--- src/rtl/dram_stream_reader_pkg.sv ---
// Shared definitions for the DRAM stream reader: controller state encoding.
package dram_stream_reader_pkg;

  typedef enum logic [1:0] {
    IDLE  = 2'd0,
    LOAD  = 2'd1,
    FETCH = 2'd2,
    DRAIN = 2'd3
  } state_t;

endpackage

--- src/rtl/dram_stream_reader_sync_fifo.sv ---
// Prefetch FIFO: registered storage with a combinational head read.
// A push into a full FIFO is dropped even if a pop happens in the same cycle;
// flush empties the FIFO and wins over a concurrent push or pop.
module sync_fifo #(
  parameter int DATA_WIDTH = 32,
  parameter int FIFO_DEPTH = 4
) (
  input  logic                          clk,
  input  logic                          reset,
  input  logic                          flush,
  input  logic                          push,
  input  logic [DATA_WIDTH-1:0]         wData,
  input  logic                          pop,
  output logic [DATA_WIDTH-1:0]         rData,
  output logic [$clog2(FIFO_DEPTH):0]   count
);

  localparam int PW = $clog2(FIFO_DEPTH);
  localparam int CW = PW + 1;

  logic [DATA_WIDTH-1:0] mem [FIFO_DEPTH];
  logic [PW-1:0]         wrPtr;
  logic [PW-1:0]         rdPtr;
  logic                  pushOk;
  logic                  popOk;

  assign pushOk = push & (count != CW'(FIFO_DEPTH)) & ~flush;
  assign popOk  = pop  & (count != '0) & ~flush;
  assign rData  = mem[rdPtr];

  // Storage write; contents need no reset because count gates visibility.
  always_ff @(posedge clk) begin
    if (pushOk) mem[wrPtr] <= wData;
  end

  // Pointers wrap naturally at the power-of-two depth; count tracks occupancy.
  always_ff @(posedge clk) begin
    if (reset || flush) begin
      wrPtr <= '0;
      rdPtr <= '0;
      count <= '0;
    end else begin
      if (pushOk) wrPtr <= wrPtr + PW'(1);
      if (popOk)  rdPtr <= rdPtr + PW'(1);
      case ({pushOk, popOk})
        2'b10:   count <= count + CW'(1);
        2'b01:   count <= count - CW'(1);
        default: count <= count;
      endcase
    end
  end

endmodule

--- src/rtl/dram_stream_reader.sv ---
// Streams a block of DRAM words from the arbiter auxiliary read port into a
// prefetch FIFO. Arbiter side: auxRReady marks a prefetched word, auxRDataAck
// consumes it in the same cycle. Stream side is valid/ready: a word transfers
// on every cycle where streamValid and streamReady are both high; streamData
// is stable while streamValid is high and streamReady is low.
module dram_stream_reader
  import dram_stream_reader_pkg::*;
#(
  parameter int ADDR_WIDTH = 32,
  parameter int DATA_WIDTH = 32,
  parameter int LEN_WIDTH  = 16,
  parameter int FIFO_DEPTH = 4
) (
  input  logic                  clk,
  input  logic                  reset,
  input  logic                  start,
  input  logic                  abort,
  input  logic [ADDR_WIDTH-1:0] startAddr,
  input  logic [LEN_WIDTH-1:0]  length,
  output logic                  busy,
  output logic                  done,
  output logic                  auxRAddrWrite,
  output logic [ADDR_WIDTH-1:0] auxRAddrWData,
  output logic                  auxRDataAck,
  input  logic                  auxRReady,
  input  logic [DATA_WIDTH-1:0] auxRData,
  output logic                  streamValid,
  input  logic                  streamReady,
  output logic [DATA_WIDTH-1:0] streamData
);

  localparam int CW = $clog2(FIFO_DEPTH) + 1;

  state_t                state;
  state_t                stateNext;
  logic                  doneNext;
  logic [LEN_WIDTH-1:0]  remaining;
  logic [ADDR_WIDTH-1:0] addrReg;
  logic [CW-1:0]         fifoCount;
  logic                  push;
  logic                  pop;
  logic                  accept;

  // A start is taken only in IDLE and only when no abort competes with it.
  assign accept = (state == IDLE) & start & ~abort;

  // Push needs a ready word, FIFO room and words left to fetch; the arbiter
  // drops auxRReady on the edge that registers the ack, so no guard cycle.
  assign push = (state == FETCH) & auxRReady & (fifoCount < CW'(FIFO_DEPTH))
              & (remaining != '0) & ~abort & ~reset;
  assign pop  = streamValid & streamReady;

  assign auxRDataAck   = push;
  assign auxRAddrWrite = (state == LOAD) & ~abort & ~reset;
  assign auxRAddrWData = addrReg;
  assign busy          = (state != IDLE);
  assign streamValid   = (fifoCount != '0);

  sync_fifo #(
    .DATA_WIDTH (DATA_WIDTH),
    .FIFO_DEPTH (FIFO_DEPTH)
  ) u_fifo (
    .clk   (clk),
    .reset (reset),
    .flush (abort),
    .push  (push),
    .wData (auxRData),
    .pop   (pop),
    .rData (streamData),
    .count (fifoCount)
  );

  // Next-state and done decision; abort overrides every transition.
  always_comb begin
    stateNext = state;
    doneNext  = 1'b0;
    case (state)
      IDLE: begin
        if (accept) begin
          if (length != '0) stateNext = LOAD;
          else              doneNext  = 1'b1;
        end
      end
      LOAD:  stateNext = FETCH;
      FETCH: begin
        if (remaining == '0 || (push && remaining == LEN_WIDTH'(1))) stateNext = DRAIN;
      end
      DRAIN: begin
        if (fifoCount == '0) begin
          stateNext = IDLE;
          doneNext  = 1'b1;
        end
      end
      default: stateNext = IDLE;
    endcase
    if (abort) begin
      stateNext = IDLE;
      doneNext  = 1'b0;
    end
  end

  // State, done pulse, latched address and remaining-word counter.
  always_ff @(posedge clk) begin
    if (reset) begin
      state     <= IDLE;
      done      <= 1'b0;
      remaining <= '0;
      addrReg   <= '0;
    end else begin
      state <= stateNext;
      done  <= doneNext;
      if (abort) begin
        remaining <= '0;
      end else if (accept && length != '0) begin
        remaining <= length;
        addrReg   <= startAddr;
      end else if (push) begin
        remaining <= remaining - LEN_WIDTH'(1);
      end
    end
  end

endmodule

--- config.mk ---
export PLATFORM = sky130hd
export DESIGN_NAME = dram_stream_reader
export DESIGN_NICKNAME = d
export VERILOG_FILES = /design/src/rtl/dram_stream_reader_pkg.sv /design/src/rtl/dram_stream_reader_sync_fifo.sv /design/src/rtl/dram_stream_reader.sv
export SDC_FILE = /design/constraint.sdc
export NUM_CORES = 1
export LEC_CHECK = 0
export CELL_PAD_IN_SITES_DETAIL_PLACEMENT = 1
export CELL_PAD_IN_SITES_GLOBAL_PLACEMENT = 1
export CORE_MARGIN = 10
export CORE_UTILIZATION = 30
export DETAILED_ROUTE_END_ITERATION = 8
export PLACE_DENSITY = 0.67
export SETUP_SLACK_MARGIN = 0.3
export SLEW_MARGIN = 10
export SYNTH_ARGS = -nofsm -noshare
export SYNTH_HDL_FRONTEND = slang
export SYNTH_SLANG_ARGS = --single-unit
--- constraint.sdc ---
create_clock -name clk -period 3.5 [get_ports clk]
set_input_delay 0.35 -clock clk [delete_from_list [all_inputs] [get_ports clk]]
set_output_delay 0.35 -clock clk [all_outputs]
set_load 0.005 [all_outputs]
* Word-level counts from Yosys, hierarchy flattened
Memories as Yosys holds them, arrays and structs flattened. A register that Yosys moved wholly into a read port is not among the register bits.
Cells that the tools add are included.
** Storage, ports and cells
- Register bits after elaboration :: 58
- Bits in writable memories :: 128
- Input port bits :: 86
- Output and inout port bits :: 69
- Logic and storage cells :: 73
- Memories :: 1
** Memories
- u_fifo.mem :: depth 4, width 32, read ports 1, clocked after memory_dff 1, wr ports 1, line dram_stream_reader_sync_fifo.sv:21 : logic [DATA_WIDTH-1:0] mem [FIFO_DEPTH];
** Cells by class
- Add/subtract/negate cells :: 5
- Order comparisons :: 1
- Eq/ne operators :: 11
- Multiplexer cells :: 16
- Bitwise logic cells :: 16
- Reductions and logical operators :: 16
** Operators by type and width (count)
- $mux W16 :: 2
- $reduce_bool A16 Y1 :: 2
- $eq A16 B1 Y1 const B :: 1
- $logic_not A16 Y1 :: 1
- $sub A16 B1 Y16 const B :: 1
- $and A1 B1 Y1 :: 14
- $mux W2 :: 6
- $pmux W2 S4 :: 1
- $eq A2 B2 Y1 const B :: 3
- $pmux W3 S2 :: 1
- $reduce_bool A2 Y1 :: 3
- $mux W1 :: 5
- $add A2 B1 Y2 const B :: 2
- $eq A2 B1 Y1 const B :: 2
- $ne A2 B1 Y1 const B :: 2
- $ne A2 B2 Y1 const B :: 2
- $reduce_and A4 Y1 :: 1
- $add A3 B1 Y3 const B :: 1
- $logic_not A3 Y1 :: 1
- $lt A3 B3 Y1 const B :: 1
- $ne A3 B3 Y1 const B :: 1
- $reduce_bool A3 Y1 :: 1
- $sub A3 B1 Y3 const B :: 1
- $logic_and A1 B1 Y1 :: 2
- other kinds (6) :: 8

* Depth between registers and ports, before layout
- Depth after elaboration :: 10
- Depth in mapped cells :: 12
- Gate-level depth less buffers :: 12

* Cells and area by module
From an unflattened synthesis, not the netlist that was laid out.
** Unflattened totals
- Cell total of the unflattened synthesis :: 514
- Area, all modules :: 7531.0 µm²
** Modules (own cells, without submodules)
- sync_fifo :: instances 1, cells an instance 221, area each 5132.4 µm², seq. area each 4023.9 µm²
- dram_stream_reader :: instances 1, cells an instance 293, area each 2398.6 µm², seq. area each 1021.0 µm²

* Least setup slack after synthesis
No wires, ideal clock.
- Path kind :: register -> register
- Start :: register remaining[0]
- End :: register u_fifo.count[2]
- Setup time :: 0.071 ns
- Arrival :: 2.544 ns
- Required time :: 3.429 ns
- Setup slack :: 0.885 ns
- Cell stages (with the launch flop) :: 13
- Buffers on the path :: 0
- Period minus slack after synthesis :: 2.615 ns
- Path through :: dfxtp_1 -> inv_1 -> ha_1 -> nor3b_1 -> and4_1 -> nor2_2 -> inv_1 -> ha_1 -> inv_1 -> fa_1 -> xor2_1 -> or3_1 -> a21oi_1
** Between the ends
- Longest elaborated chain between the ends :: 8
- Elaborated cells between the ends (all ways) :: 10
- Those cells by class :: 2 x eq/ne; 1 x mux; 5 x bitwise; 2 x reduce/logical
** Ends and longest elaborated chain
- from (decl) :: line dram_stream_reader.sv:37 : logic [LEN_WIDTH-1:0] remaining;
- from (signal assigned) :: line dram_stream_reader.sv:115 : remaining <= length;
- from (signal assigned) :: line dram_stream_reader.sv:118 : remaining <= remaining - LEN_WIDTH'(1);
- $reduce_bool A16 Y1 (*) :: line dram_stream_reader.sv:50 : & (remaining != '0) & ~abort & ~reset;
- $and A1 B1 Y1 (*) (3 in series) :: line dram_stream_reader.sv:50
- net auxRDataAck :: line dram_stream_reader.sv:24 : output logic auxRDataAck,
- $and A1 B1 Y1 (*) (2 in series) :: line dram_stream_reader_sync_fifo.sv:27 : assign pushOk = push & (count != CW'(FIFO_DEPTH)) & ~flush;
- $eq A2 B1 Y1 / $eq A2 B2 Y1 (equally long branches) :: line dram_stream_reader_sync_fifo.sv:45 : case ({pushOk, popOk})
- $pmux W3 S2 / $reduce_bool A2 Y1 (equally long branches)
- to (signal assigned) :: line dram_stream_reader_sync_fifo.sv:46 : 2'b10: count <= count + CW'(1);
- to (signal assigned) :: line dram_stream_reader_sync_fifo.sv:47 : 2'b01: count <= count - CW'(1);
- to (signal assigned) :: line dram_stream_reader_sync_fifo.sv:48 : default: count <= count;
- to (decl) :: line dram_stream_reader_sync_fifo.sv:15 : output logic [$clog2(FIFO_DEPTH):0] count
The timed path passes the listed nets; every way through them passes the cells marked *.
A chain may end at the register's enable or synchronous reset.

* Worst setup path after layout
- Start :: register remaining[1]
- End :: output auxRDataAck
** Between the ends
- Longest elaborated chain between the ends :: 4
** Ends and longest elaborated chain (line)
- $reduce_bool A16 Y1 :: dram_stream_reader.sv:50
- $and A1 B1 Y1 (3 in series) :: dram_stream_reader.sv:50
- to (decl) :: dram_stream_reader.sv:24
No other way between the ends.

==> results.ini <==
[global_routing]
antenna_found_initial = 0
grt_pass1_wl_um = 30200
first_global_vias = 5344
gr-total-overflow = 0
grt_util_all_layers_pct = 12.3
grt_max_degree = 35

[routing]
viasPerCell = 4.71
ant_nets = 0
dr.pass1.iters = 4
drc = 0
drt_iter0_markers = 220
via_count = 4718
totalWireLength_um = 19300
routedWlPerCell_um = 19.2

[sta]
clock_skew_ps = 15.6
slew_viol_final = 0
worst_pin_slew_ps = 873
relSlewSlack_pct = 41.8
rsz0062_at_grt = no
hold_viol = 0
fmax_mhz = 341
setup_viol = 0
fin_crit_ps = 2930
worst_slack_ps = 571
hold-worst-slack_ps = 459
fin_setup_tns_ps = 0
period_share_pct = 83.7

[run]
cap_violations = 0

[clocking]
cts-root-buf = clkbuf_16
clkTransAtPathRegs_ps = 70
cts_sinks = 188
numCtsBuffers = 17
cts_buffer_depth = 2
htree_levels = 4
clk_latency_ps = 430
cts_resized = 0
cts_tree = done
cts_setup_buffers = 0
hold_buffers = 0

[placement]
hpwl_um = 13800
portBuffers = 154
place_ws_ps = 614
gp_congestion = 0.787

[outcome]
status = finished clean

[finish]
final_common_cell = clkdlybuf4s50_1
area_growth_pct = 33.9
final-seq-area_sq_um = 5050
n_antenna_cell = 0
multi_input_area_sq_um = 2260
mostFrequentLayoutCells = 154 x clkdlybuf4s50_1, 128 x edfxtp_1, 70 x nand2_1
n_fill_cell = 2533
drive_above_1_share_pct = 14.5
num-nets-final = 763

[logic_synthesis]
synth_top_area_share_pct = 51.4
synth-main-ff-cell = edfxtp_1
postSynthCellCount = 506
synth_edf_count = 128
seq_area_frac_synth_pct = 67.5
syn-cell-area_sq_um = 7480
synth.top_cells.by_area = edfxtp_1 51%, dfxtp_1 16%, mux4_2 9.6%
ys_async_sr_fraction_pct = 0
synth.largest_area_cell = edfxtp_1
synth.avg_cell_area_sq_um = 14.8
yosysWarnings = 0
synthDistinctLibCells = 51
syn-num-nets = 605
yosys_register_bits = 188

[setup_path]
cpPeakStageDelay_ps = 460
cp_cell_sequence = inv_1 -> ha_1 -> nor3b_1 -> and4_1 -> nor2_2 -> buf_4 -> clkdlybuf4s50_1
crit_arrival_ps = 2580
critPathKind = flop to output port
startpoint_type = flop
endpoint_kind = output port
crit_slowest_cell = clkdlybuf4s50_1
required_ps = 3150
worstPathMaxFanout = 8

[power]
p_int_mw = 3.53
switching_share_pct = 24.1
clkPwrFrac_pct = 41.4
power-per-cell-area_nw_per_um2 = 465
pwr-share-seq_pct = 51.8
total_power_mw = 4.65
max-vdd-ir-drop_mv = 0.246
combPwrFrac_pct = 6.8
p_switching_mw = 1.12
p_leak_nw = 3.21

[floorplan]
initial_utilization_pct = 30.7
dieArea_sq_um = 31600
die_h_um = 178
io_pins = 155
core-area_sq_um = 24400
die_x_um = 178
rows = 57

[min_path]
hp-class = flop to flop

==> cells by family after synthesis <==
| family | count (synthesis) | synth area share [%] |
|---|---|---|
| compound gates | 67 | 5.82 |
| xor+xnor | 19 | 2.23 |
| fa+ha+maj | 13 | 2.28 |
| buf+inv | 38 | 2.39 |
| flops | 188 | 67.5 |
| mux | 32 | 9.64 |
| simple gates | 149 | 10.2 |
==> layout make-up <==
cell class              count  share of cell area, %
multi-input cells         280                   22.6
clock buffers              17                   4.25
clock inverters            15                   1.77
repair buffers            164                   16.4
inverters                  13                  0.488
flip-flops and latches    188                   50.4
well taps                 324                   4.05
==> synth_stat cells (2+ instances only) <==
cell / instances
edfxtp_1: 128
nand2_1: 70
dfxtp_1: 60
a21oi_1: 41
mux4_2: 32
nor2_1: 30
xnor2_1: 16
clkbuf_1: 15
inv_1: 13
a211oi_1: 12
ha_1: 12
nor3_1: 8
nor4_1: 7
and3_1: 4
and4_1: 4
buf_2: 4
nand3_1: 4
buf_6: 3
xor2_1: 3
a2111oi_2: 2
a211oi_2: 2
a31oi_1: 2
nand4_1: 2
nor3b_1: 2
nor4_2: 2
nor4b_2: 2
or3_1: 2
==> layer usage <==
layer,track usage [%],vias to the layer above,share of wire [%]
met3,5.48,17,9.0
met4,3.47,0,0.96
li1,-,2215,-
met2,19.8,157,47
met1,14.5,2329,43
met5,0,-,0
==> power by group through the flow <==
stage	combinational [mW]	clock, mW	sequential (mW)
6_report	0.315	1.93	2.41
5_1_grt	0.344	2.09	2.42
4_1_cts	0.319	1.99	2.41
3_5_place_dp	0.317	0	2.46
3_3_place_gp	0.305	0	2.46
2_1_floorplan	0.119	0	2.46
==> critical path: cells and delay by family, from the launching register on <==
family        cells  cell delay, ps
fa+ha+maj         1             360
buf+inv           3             720
flops             1             330
simple gates      3             740
==> registers in the layout, indices dropped and copies added, names as in the netlist, named ones only <==
name / count
state: 2
done: 1
u_fifo.mem: 128
u_fifo.wrPtr: 2
u_fifo.count: 3
auxRAddrWData: 32
remaining: 16
u_fifo.rdPtr: 2
==> path summary, 6_finish.rpt <==
kind	slack (ps)	cells past startpoint	from	endpoint
max	570	7	remaining[1]	auxRDataAck
min	460	2	auxRAddrWData[26]	auxRAddrWData[26]
max reg2reg	590	12	remaining[1]	u_fifo.count[2]
min reg2reg	460	2	auxRAddrWData[26]	auxRAddrWData[26]
==> through the flow <==
| stage | instance area [sq um] | util, % | std cells |
|---|---|---|---|
| 4_1_cts | 10000 | 41.0 | 1001 |
| 5_1_grt | 10000 | 41.0 | 1001 |
| 3_5_place_dp | 9410 | 38.6 | 969 |
| 2_1_floorplan | 7480 | - | 506 |
| 3_3_place_gp | 9410 | 38.6 | 969 |
| 6_report | 10000 | 41.0 | 1001 |
(Power assumes the default switching activity.)
==> RTL edit 1: new RTL, same flow settings <==
`FIFO_DEPTH` is set to 4 in 2 places; all go to 8.
--- a/src/rtl/dram_stream_reader_sync_fifo.sv
+++ b/src/rtl/dram_stream_reader_sync_fifo.sv
@@ -4,5 +4,5 @@
 module sync_fifo #(
   parameter int DATA_WIDTH = 32,
-  parameter int FIFO_DEPTH = 4
+  parameter int FIFO_DEPTH = 8
 ) (
   input  logic                          clk,
--- a/src/rtl/dram_stream_reader.sv
+++ b/src/rtl/dram_stream_reader.sv
@@ -10,5 +10,5 @@
   parameter int DATA_WIDTH = 32,
   parameter int LEN_WIDTH  = 16,
-  parameter int FIFO_DEPTH = 4
+  parameter int FIFO_DEPTH = 8
 ) (
   input  logic                  clk,
Function: no difference found for any inputs over 4 cycles, from zero or initial values and one cycle with reset high; that may be too few to reach the edited logic, so the function may still have changed.
==> RTL edit 1 against the unedited design <==
- die area grew 59%
- area after synthesis grew 68%
- sequential share of layout area grew 4.8 points
- wire length grew 58%
- clock skew grew 14 ps
- sequential cell count grew 132
- first-iteration DRC count grew 80%
- clock power grew 99%
- design area grew 62%
- via count grew 49%
- utilization shrank 1.5 points
- total power grew 78%
- worst setup slack gained 17 ps
- critical path type unchanged
- largest cell class unchanged
==> RTL edit 1: results <==
{
  "max_slew_margin": 0.540,
  "synth_ff_type": "edfxtp_1",
  "hpwlAfterDp_mm": 19.4,
  "numCtsBuffers": 37,
  "yosysUniqueCellTypes": 50,
  "drive_gt1_frac": 0.217,
  "drt-initial-drc-count": 397,
  "max-vdd-ir-drop_v": 0.000284,
  "hold_class": "in -> reg",
  "synth_area_leaders": "edfxtp_1 (61%), mux4_2 (11%), dfxtp_1 (10%)",
  "first_pass_iters": 6,
  "grt_start_max_net_pins": 49,
  "diodes": 0,
  "slowest_stage": "nor4_2",
  "clock_latency_ps": 530,
  "grt_pass1_vias": 7863,
  "synth-edff-count": 256,
  "syn-num-nets": 826,
  "nets": 1012,
  "io_buffers": 154,
  "cp_slowest_stage_delay_ps": 580,
  "ys_async_sr_fraction": 0,
  "htreeDepth": 2,
  "crit_fanout": 6,
  "pre_cts_slack_ps": 546,
  "setup_ws_ps": 588,
  "fillCellCount": 4141,
  "ys_warn_count": 0,
  "antenna_found_initial": 2,
  "grt_first_pass_wirelength_mm": 47.1,
  "grt_use_total": 0.121,
  "p_int_uw": 6610,
  "die_x_um": 224,
  "final-seq-area_sq_um": 8980,
  "gp_congestion": 0.770,
  "viasPerCell": 4.76,
  "cts.path.max_buffers": 3,
  "power.leakage_uw": 0.00515,
  "cts-root-buf": "clkbuf_16",
  "regMostFlops": "u_fifo.mem",
  "drc": 0,
  "routed_wl_mm": 30.4,
  "cp_top_family": "simple AND/OR/NAND/NOR gates",
  "cts.reportedPaths.clkPinSlew_ps": 60,
  "seq_area_frac_synth": 0.715,
  "finalClockSkew_ps": 29.8,
  "largest_register_ffs": 256,
  "status": "finished, final reports clean",
  "synth_common_cells": "edfxtp_1 (256), nand2_1 (73), dfxtp_1 (64), mux4_2 (64), a21oi_1 (42)"
}
-- RTL edit 1: changes by cell type in the layout (fill, tap and decap cells not counted), moves of 7 or more --
cell,delta
edfxtp_1,+128
buf_4,+16
clkinv_1,+9
mux2_2,+32
inv_1,-7
xor2_1,+8
xnor2_1,-9
clkinv_2,+7
mux4_2,+32
clkbuf_16,+21
-- RTL edit 1: power groups by stage --
stage	Clock, uW	Combinational, uW	Sequential, uW
2_1_floorplan	0	106	4220
3_3_place_gp	0	318	4220
3_5_place_dp	0	323	4220
4_1_cts	3950	326	4140
5_1_grt	4120	355	4140
6_report	3840	320	4140
-- RTL edit 1: final timing paths --
check                                         end         startpoint  slack, ps  cells past startpoint
worst max-delay path                  auxRDataAck       remaining[9]        590                      6
worst min-delay path            auxRAddrWData[13]      startAddr[13]        370                      3
worst max register to register    u_fifo.count[2]       remaining[9]        790                     10
worst min register to register  auxRAddrWData[28]  auxRAddrWData[28]        450                      2
-- RTL edit 1: logic make-up (layout without fill, tap and decap cells) --
| group | count (synthesis) | after routing | synth area share |
|---|---|---|---|
| muxes | 99 | 99 | 0.146 |
| DFF | 320 | 320 | 0.715 |
| xor gates and xnor gates | 18 | 18 | 0.0126 |
| buffers and inverters | 46 | 261 | 0.0144 |
| and+or+nand+nor | 161 | 161 | 0.0650 |
| AOI/OAI and AO/OA | 72 | 72 | 0.0347 |
| adders and majority gates | 12 | 12 | 0.0120 |
-- RTL edit 1: metal layers --
layer  part of all wire  routed length, um  vias to the layer above  GRT usage
li1                   -                  -                     3233          -
met1               0.41              12500                     3561      0.139
met2               0.49              15000                      180      0.209
met3              0.076               2300                       46     0.0439
met4              0.018                545                        4     0.0314
met5             0.0011                 34                        -          0
-- RTL edit 1: cell type report --
type / count / area share
clock buffers: 43 / 0.0603
clock inverters: 25 / 0.0153
inverters: 7 / 0.00162
multi-input cells: 362 / 0.214
flip-flops and latches: 320 / 0.552
well taps: 532 / 0.0409
repair buffers: 186 / 0.116
-- RTL edit 1: through the flow --
| step | hold WS [ps] | instances | cell area, sq um | total power, uW |
|---|---|---|---|---|
| floorplan | 449 | 728 | 12600 | 4330 |
| global placement | 441 | 1403 | 15000 | 4540 |
| detailed placement | 449 | 1403 | 15000 | 4550 |
| CTS | 348 | 1475 | 16300 | 8420 |
| global route | 373 | 1475 | 16300 | 8620 |
| finish | 372 | 1475 | 16300 | 8300 |
-- RTL edit 1: worst register-to-register path, delay by kind of cell (launching register included) --
| family | cells | cell delay, ps |
|---|---|---|
| fa+ha+maj | 2 | 440 |
| compound gates | 2 | 180 |
| flops | 1 | 360 |
| simple gates | 4 | 1330 |
| xor+xnor | 2 | 330 |
-- RTL edit 1: timing repair --
item / in CTS / in global routing
resized for setup: 0 / 1
setup endpoints to repair: 1 / 1
buffers inserted: 4 / 0
==> RTL edit 2: new RTL, config.mk and constraints unchanged <==
Made on the original files. Encoding of `state_t`: now Gray code (2 bits for 4 states).
--- a/src/rtl/dram_stream_reader_pkg.sv
+++ b/src/rtl/dram_stream_reader_pkg.sv
@@ -3,8 +3,8 @@
 
   typedef enum logic [1:0] {
-    IDLE  = 2'd0,
-    LOAD  = 2'd1,
-    FETCH = 2'd2,
-    DRAIN = 2'd3
+    IDLE  = 2'b00,
+    LOAD  = 2'b01,
+    FETCH = 2'b11,
+    DRAIN = 2'b10
   } state_t;
 
Function: no difference found for any inputs over 4 cycles, from zero or initial values and one cycle with reset high; so few cycles prove little.
==> RTL edit 2 against the unedited design <==
- wire length is 0.52% higher
- largest cell class unchanged
- design area shrank 0.93%
- cell count shrank 0.40%
- area after synthesis down 2.3%
- total power down 0.90%
- worst setup slack got worse by 47 ps
- critical path type unchanged
- sequential cell count unchanged
- non-clock buffer count grew 1
==> RTL edit 2: results <==
{
  "finalClockSkew_ps": 12.1,
  "dr_wl_met2_mm": 9.29,
  "worst_pin_slew_ps": 744,
  "seq_area_frac_synth": 0.690,
  "synth_area_leaders": "edfxtp_1 (53%), dfxtp_1 (16%), mux4_2 (9.9%)",
  "syn-num-nets": 595,
  "r2r_slack_ps": 560,
  "routed_wl_mm": 19.4,
  "gp_congestion": 0.758,
  "max-vdd-ir-drop_v": 0.000246,
  "r2r-start": "remaining[11]",
  "drt-initial-drc-count": 247,
  "met2_usage": 0.205,
  "wl_met1_mm": 8.18,
  "r2r_cells": 9,
  "crit_fanout": 16,
  "use_met3": 0.0528,
  "power.leakage_uw": 0.00317,
  "cp_top_family": "buffers and inverters",
  "grt_pass1_vias": 5264,
  "hpwlAfterDp_mm": 13.7,
  "grt_use_total": 0.124,
  "worstHoldStart": "auxRAddrWData[13]",
  "status": "finished, final reports clean",
  "grt_first_pass_wirelength_mm": 30.1,
  "synth_common_cells": "edfxtp_1 (128), nand2_1 (85), dfxtp_1 (60), a21oi_1 (46), mux4_2 (32)",
  "worstSetupStartpoint": "remaining[0]"
}
==> RTL edit 2: cell types whose count changed in the layout (fill, tap and decap cells not counted), sizes merged, moves of 4 or more <==
cell,delta
nand2,+15
nor2,-15
xnor2,-14
a211oi,-11
a21oi,+5
a31oi,+5
ha,-5
and3,-4
and4,-4
clkinv,+4
inv,-4
nor3,-4
==> RTL edit 2: layout make-up <==
type | instances | area (sq um)
fillers | 2480 | 14300
well taps | 324 | 405
repair buffers | 165 | 1660
multi-input cells | 275 | 2140
flip-flops and latches | 188 | 5050
diodes | 1 | 2.50
clock buffers | 17 | 425
inverters | 12 | 47.5
clock inverters | 15 | 189
==> RTL edit 2: report_power, final <==
part	switching, uW	internal [uW]	leakage, uW	total, uW
clock	954	975	0.000296	1930
combinational	126	153	0.00124	279
sequential	16.3	2390	0.00164	2400
==> RTL edit 2: cells by family (layout without fill, tap and decap cells) <==
group,after synthesis,after routing,share of synthesized area
AND/OR/NAND/NOR,144,144,0.0949
buffers and inverters,38,209,0.0209
XOR/XNOR,5,5,0.00599
adder cells (fa/ha/maj),8,8,0.0147
flip-flops,188,188,0.690
AO/OA/AOI/OAI,84,84,0.0717
multiplexers,34,34,0.101
other,0,1,0
==> RTL edit 2: stage by stage <==
step                cell area [sq um]  hold WS (ps)  utilization  worst slack, ps  instances
floorplan                        7310           448            -              749        501
global placement                 9290           442        0.384              585        964
detailed placement               9290           450        0.384              487        964
CTS                              9910           448        0.410              411        996
global route                     9910           455        0.410              399        996
finish                           9920           457        0.410              524        997
==> RTL edit 2: path summary, 6_finish.rpt <==
kind	to
max	auxRDataAck
min	auxRAddrWData[13]
max reg2reg	u_fifo.count[2]
min reg2reg	auxRAddrWData[13]
